--- src/rtl/sram_arbiter_pkg.sv ---
// Shared encodings for the SRAM port arbiter and its requester picker.
package sram_arbiter_pkg;

  localparam int AW_DEF = 22;
  localparam int DW_DEF = 32;

  typedef enum logic [2:0] {
    IDLE     = 3'd0,
    ISSUE    = 3'd1,
    HOLD     = 3'd2,
    WAIT_RDY = 3'd3,
    DONE     = 3'd4
  } arbState_t;

  localparam logic [1:0] M0 = 2'd0;
  localparam logic [1:0] M1 = 2'd1;
  localparam logic [1:0] M2 = 2'd2;

endpackage

--- src/rtl/sram_rr_pick.sv ---
// Requester picker: boot loader (m0) is absolute, CPU ports round-robin
// and are locked out entirely while the boot copy runs.
module sram_rr_pick
  import sram_arbiter_pkg::*;
(
  input  logic [2:0] reqs,
  input  logic       bootBusy,
  input  logic [1:0] rrLast,
  output logic       valid,
  output logic [1:0] idx
);

  always_comb begin
    valid = 1'b0;
    idx   = M0;
    if (reqs[0]) begin
      valid = 1'b1;
      idx   = M0;
    end else if (!bootBusy) begin
      if (reqs[1] && reqs[2]) begin
        valid = 1'b1;
        idx   = (rrLast == M1) ? M2 : M1;
      end else if (reqs[1]) begin
        valid = 1'b1;
        idx   = M1;
      end else if (reqs[2]) begin
        valid = 1'b1;
        idx   = M2;
      end
    end
  end

endmodule

--- src/rtl/sram_arbiter.sv ---
// Shares one SRAM controller port between the boot loader and the CPU
// data/instruction ports, sequencing each access through Cs/Ready.
//
// state    | meaning
// IDLE     | wait for controller ready and a grantable request, latch it
// ISSUE    | sramCs high for this single cycle
// HOLD     | dead cycle while the controller drops Ready
// WAIT_RDY | wait for Ready, abort after TIMEOUT cycles
// DONE     | done pulse to the granted requester
module sram_arbiter
  import sram_arbiter_pkg::*;
#(
  parameter int AW      = AW_DEF,
  parameter int DW      = DW_DEF,
  parameter int TIMEOUT = 255
) (
  input  logic          clk,
  input  logic          rst,
  input  logic          bootBusy,
  input  logic          m0Req,
  input  logic          m1Req,
  input  logic          m2Req,
  input  logic [AW-1:0] m0Addr,
  input  logic [AW-1:0] m1Addr,
  input  logic [AW-1:0] m2Addr,
  input  logic [DW-1:0] m0Wdata,
  input  logic [DW-1:0] m1Wdata,
  input  logic          m0We,
  input  logic          m1We,
  output logic          m0Done,
  output logic          m1Done,
  output logic          m2Done,
  output logic [DW-1:0] rdata,
  input  logic          sramReady,
  output logic          sramCs,
  output logic [AW-1:0] sramAddr,
  output logic [DW-1:0] sramData,
  output logic          sramWe,
  output logic          timeoutErr,
  input  logic [DW-1:0] sramRdata
);

  localparam int CW = (TIMEOUT > 255) ? $clog2(TIMEOUT + 1) : 8;
  // Last WAIT_RDY cycle is the TIMEOUT-th one, counter starts at 0
  localparam logic [CW-1:0] TO_LAST = CW'(TIMEOUT - 1);

  arbState_t     state;
  logic [1:0]    grant;
  logic [1:0]    rrLast;
  logic [CW-1:0] toCnt;
  logic          pickValid;
  logic [1:0]    pickIdx;

  sram_rr_pick uPick (
    .reqs     ({m2Req, m1Req, m0Req}),
    .bootBusy (bootBusy),
    .rrLast   (rrLast),
    .valid    (pickValid),
    .idx      (pickIdx)
  );

  always_ff @(posedge clk or posedge rst) begin
    if (rst) begin
      state      <= IDLE;
      grant      <= M0;
      rrLast     <= M2;
      toCnt      <= '0;
      sramCs     <= 1'b0;
      sramAddr   <= '0;
      sramData   <= '0;
      sramWe     <= 1'b0;
      m0Done     <= 1'b0;
      m1Done     <= 1'b0;
      m2Done     <= 1'b0;
      rdata      <= '0;
      timeoutErr <= 1'b0;
    end else begin
      sramCs <= 1'b0;
      m0Done <= 1'b0;
      m1Done <= 1'b0;
      m2Done <= 1'b0;
      case (state)
        IDLE: begin
          if (sramReady && pickValid) begin
            grant  <= pickIdx;
            sramCs <= 1'b1;
            state  <= ISSUE;
            case (pickIdx)
              M0: begin
                sramAddr <= m0Addr;
                sramData <= m0Wdata;
                sramWe   <= m0We;
              end
              M1: begin
                sramAddr <= m1Addr;
                sramData <= m1Wdata;
                sramWe   <= m1We;
              end
              default: begin
                sramAddr <= m2Addr;
                sramData <= '0;
                sramWe   <= 1'b0;
              end
            endcase
          end
        end
        ISSUE: state <= HOLD;
        HOLD: begin
          toCnt <= '0;
          state <= WAIT_RDY;
        end
        WAIT_RDY: begin
          // Ready wins over timeout if both land on the same cycle
          if (sramReady || (toCnt == TO_LAST)) begin
            rdata      <= sramReady ? sramRdata : '0;
            timeoutErr <= timeoutErr | ~sramReady;
            m0Done     <= (grant == M0);
            m1Done     <= (grant == M1);
            m2Done     <= (grant == M2);
            state      <= DONE;
          end else begin
            toCnt <= toCnt + CW'(1);
          end
        end
        DONE: begin
          rrLast <= grant;
          state  <= IDLE;
        end
        default: state <= IDLE;
      endcase
    end
  end

endmodule

--- config.mk ---
export PLATFORM = sky130hd
export DESIGN_NAME = sram_arbiter
export DESIGN_NICKNAME = d
export VERILOG_FILES = /design/src/rtl/sram_arbiter_pkg.sv /design/src/rtl/sram_rr_pick.sv /design/src/rtl/sram_arbiter.sv
export SDC_FILE = /design/constraint.sdc
export NUM_CORES = 1
export LEC_CHECK = 0
export ABC_AREA = 0
export ABC_CLOCK_PERIOD_IN_PS = 3250
export CELL_PAD_IN_SITES_DETAIL_PLACEMENT = 0
export CELL_PAD_IN_SITES_GLOBAL_PLACEMENT = 1
export CORE_ASPECT_RATIO = 2
export CORE_MARGIN = 2
export CORE_UTILIZATION = 25
export DETAILED_ROUTE_END_ITERATION = 8
export PLACE_DENSITY_LB_ADDON = 0.1
export SYNTH_ARGS = -nofsm -noshare
export SYNTH_HDL_FRONTEND = slang
export SYNTH_SLANG_ARGS = --single-unit
--- constraint.sdc ---
create_clock -name clk -period 3.25 [get_ports clk]
set_input_delay 0.4875 -clock clk [delete_from_list [all_inputs] [get_ports clk]]
set_output_delay 0.4875 -clock clk [all_outputs]
set_load 0.03 [all_outputs]
==> out/results.txt <==
status = finished, final reports clean
reg2reg end = toCnt[7]$_DFFE_PP0P_
r2r startpoint = toCnt[0]$_DFFE_PP0P_
CP Data Required Time = 3.52 ns
main combinational cell family by area after synthesis = compound AO/OA/AOI/OAI gates
gr ovfl total = 0
Avg Synthesized Cell Area = 11.2 µm²
gate count after technology mapping = 405
vias in the first global route = 4,523
most common cell in the synthesized netlist = dfrtp_1
max-cap violation count = 0
top post-synthesis cells by area = dfrtp_1, a22o_1, a22oi_1
Commonest cells post-synth = dfrtp_1, nand2_1, o21ai_0, a22oi_1, a22o_1
asr flop ratio synth = 100%
Initial DRC Count = 256
Clock Path Buffers = 2
fin util = 43.3%
chip width = 99.4 µm
Worst slew margin = 26.8%
Max rail drop VDD = 0.000421 V
Post-Syn Nets = 578
Max Clock Skew = 0.0107 ns
worst hold path endpoint = sramData[27]$_DFFE_PP0P_
simple-gate share of the synthesized area = 8.53%
post-cts sizing count = 0
antenna violations before repair = 1
crit end category = flip-flop
routed vias = 4,233
Max Freq = 426 MHz
CTS sink cnt = 107
Hold Startpoint = sramData[27]$_DFFE_PP0P_
top cell type's share of synthesized area = 58.3%
Setup Crit Path Kind = input pin to flip-flop
maximum number of pins on one net before global-route repair = 84
FF-to-FF path depth = 6
Worst Hold Class = flip-flop to flip-flop
port buffer count = 262
CP top delay family = compound AO/OA/AOI/OAI gates
CP max FO = 38
Cells on Worst Hold Path = 2
Max Slew Vio Count = 0
met2 wire len = 9460 µm
WL/cell = 19.4 µm
final setup vio count = 0
depth of the CTS H-tree = 3
final setup TNS = 0 ns
crit share post-route = 72.2%
min Tclk post-route = 2.35 ns
worst skew pair latency = 0.35 ns
Seq/Total Area, Yosys = 58.9%
gpl congestion = 0.782
yosys warns = 0
Die Ht = 195 µm
Synth Area in Compound Gates = 26.1%
WP buf/inv = 2
Hold Fails Final Rpt = 0
Post-Route WL = 16,900 µm
DRC viols = 0
CP Cell Sequence = clkdlybuf4s50_1 -> o21ai_4 -> buf_4 -> a22oi_1 -> o21ai_0
post-synth cell types = 40
Reg2Reg Setup Slack = 1.27 ns
Leak = 3.20 nW
slowest stage cell, crit path = o21ai_4
CTS tree = done
root buf cell = clkbuf_16
RSZ-0062 raised after global routing = no
critical path startpoint category = input pin
nets@finish = 826
Initial Util = 25.6%
number of flops mapped to enable cells by yosys = 0
cell taking the most area after synthesis = dfrtp_1
num rows = 69
Pre-antenna DRT Iters = 7
metal3 WL = 946 µm
cts bufs inserted = 9
Synth Area in XOR/XNOR = 0.193%
Post-CTS Setup Repair Bufs = 0
flop and latch count out of synthesis = 107
crit path DAT = 2.61 ns
Via density = 4.85
Post-Synth Adder-Cell Area = 0.550%
CORE AREA = 17,800 µm²
GRT Util Overall = 17.2%
Post-DRT Antenna Nets = 0
max incr delay on CP = 0.88 ns
P&R area growth vs syn = 69.1%
share of layout cells above drive strength 1 = 6.08%
boundary pin count = 263
cell depth of the worst setup path = 5
multiplexer share of the synthesized area = 1.65%
clock-pin slew on the worst setup and hold paths = 0.07 ns
die area = 19,400 µm²
Worst-Margin Slew = 1.09 ns
synthesized area = 4550 µm²
DPL Wire Length = 12,600 µm
top_reg_cell synth = dfrtp_1
Power Dens Cells = 857 nW/µm²
Top Layer Used = met4
# hold bufs at CTS = 0
first-pass GRT wire length = 25,400 µm
M1 wire length = 5920 µm
kinds of logic (layout without fill, tap and decap cells):
logic type / count (synthesis) / in the layout
compound gates: 161 / 161
flops: 107 / 107
simple gates: 87 / 87
buf+inv: 40 / 293
mux: 7 / 7
fa+ha+maj: 2 / 2
xor+xnor: 1 / 1
other cells: 0 / 1
tightest hold or removal path, delay by kind of cell (launching register included):
kind | cells | cell delay [ns]
AO/OA/AOI/OAI | 1 | 0.06
flip-flops | 1 | 0.35
AND/OR/NAND/NOR | 1 | 0.05
registers in the layout (all words and copies together) (netlist names):
signal / cells
grant: 2
m0Done: 1
m1Done: 1
m2Done: 1
rdata: 32
rrLast: 2
sramAddr: 22
sramCs: 1
sramData: 32
sramWe: 1
state: 3
timeoutErr: 1
toCnt: 8
layout by cell type, fill, tap and decap left out, types with 2 or more instances in the layout:
master / count
nand4_1: 2
nor3b_1: 3
nand2_1: 62
nor2_1: 4
a22o_1: 32
buf_12: 2
inv_6: 3
o211ai_1: 2
a22oi_1: 33
ha_1: 2
inv_1: 4
o21ai_1: 22
clkinvlp_4: 2
clkbuf_16: 9
o31ai_1: 2
nor3_1: 3
nand3_1: 7
dfrtp_1: 106
o21ai_0: 38
mux2i_1: 3
buf_4: 7
mux2_2: 4
clkdlybuf4s50_1: 262
a222oi_1: 22
report_power, final:
group | internal, mW | switching (mW)
logic | 1.41 | 1.82
clock network | 0.611 | 0.537
registers | 1.88 | 0.330
worst max path at each step:
stage / from / to / slack, ns
after CTS: m1Req / sramData[16]$_DFFE_PP0P_ / 0.89
after global routing: m1Req / sramData[9]$_DFFE_PP0P_ / 0.73
after floorplan: rst / grant[0]$_DFFE_PP0P_ / 1.48
after global placement: m1Req / sramData[0]$_DFFE_PP0P_ / 0.61
final: m1Req / sramData[16]$_DFFE_PP0P_ / 0.90
after detailed placement: m1Req / sramData[16]$_DFFE_PP0P_ / 0.51
per-layer routing:
layer  GRT usage (%)  up-vias
met5               0        -
met4            8.57        0
met3            2.95       27
met2            32.3      161
met1            17.9     2021
li1                -     2024
area by class of cell:
cell class | count | area, µm²
tap | 213 | 267
timing repair buffer | 271 | 2720
sequential | 107 | 2680
clock inverter | 7 | 80.1
inverter | 6 | 26.3
antenna | 1 | 2.50
multi-input combinational | 258 | 1700
clock buffer | 9 | 225
fill | 1696 | 10100
metrics by stage:
step / hold slack [ns] / setup slack (ns) / power (mW) / area [µm²] / std cells
after global placement: 0.462 / 0.609 / 5.47 / 7380 / 855
after global routing: 0.522 / 0.725 / 6.97 / 7690 / 872
after detailed placement: 0.472 / 0.508 / 5.52 / 7380 / 855
after floorplan: 0.455 / 1.48 / 3.97 / 4550 / 405
final: 0.484 / 0.903 / 6.59 / 7690 / 872
after CTS: 0.490 / 0.891 / 6.70 / 7690 / 871
Note: power is estimated with default switching activity, not from simulation.
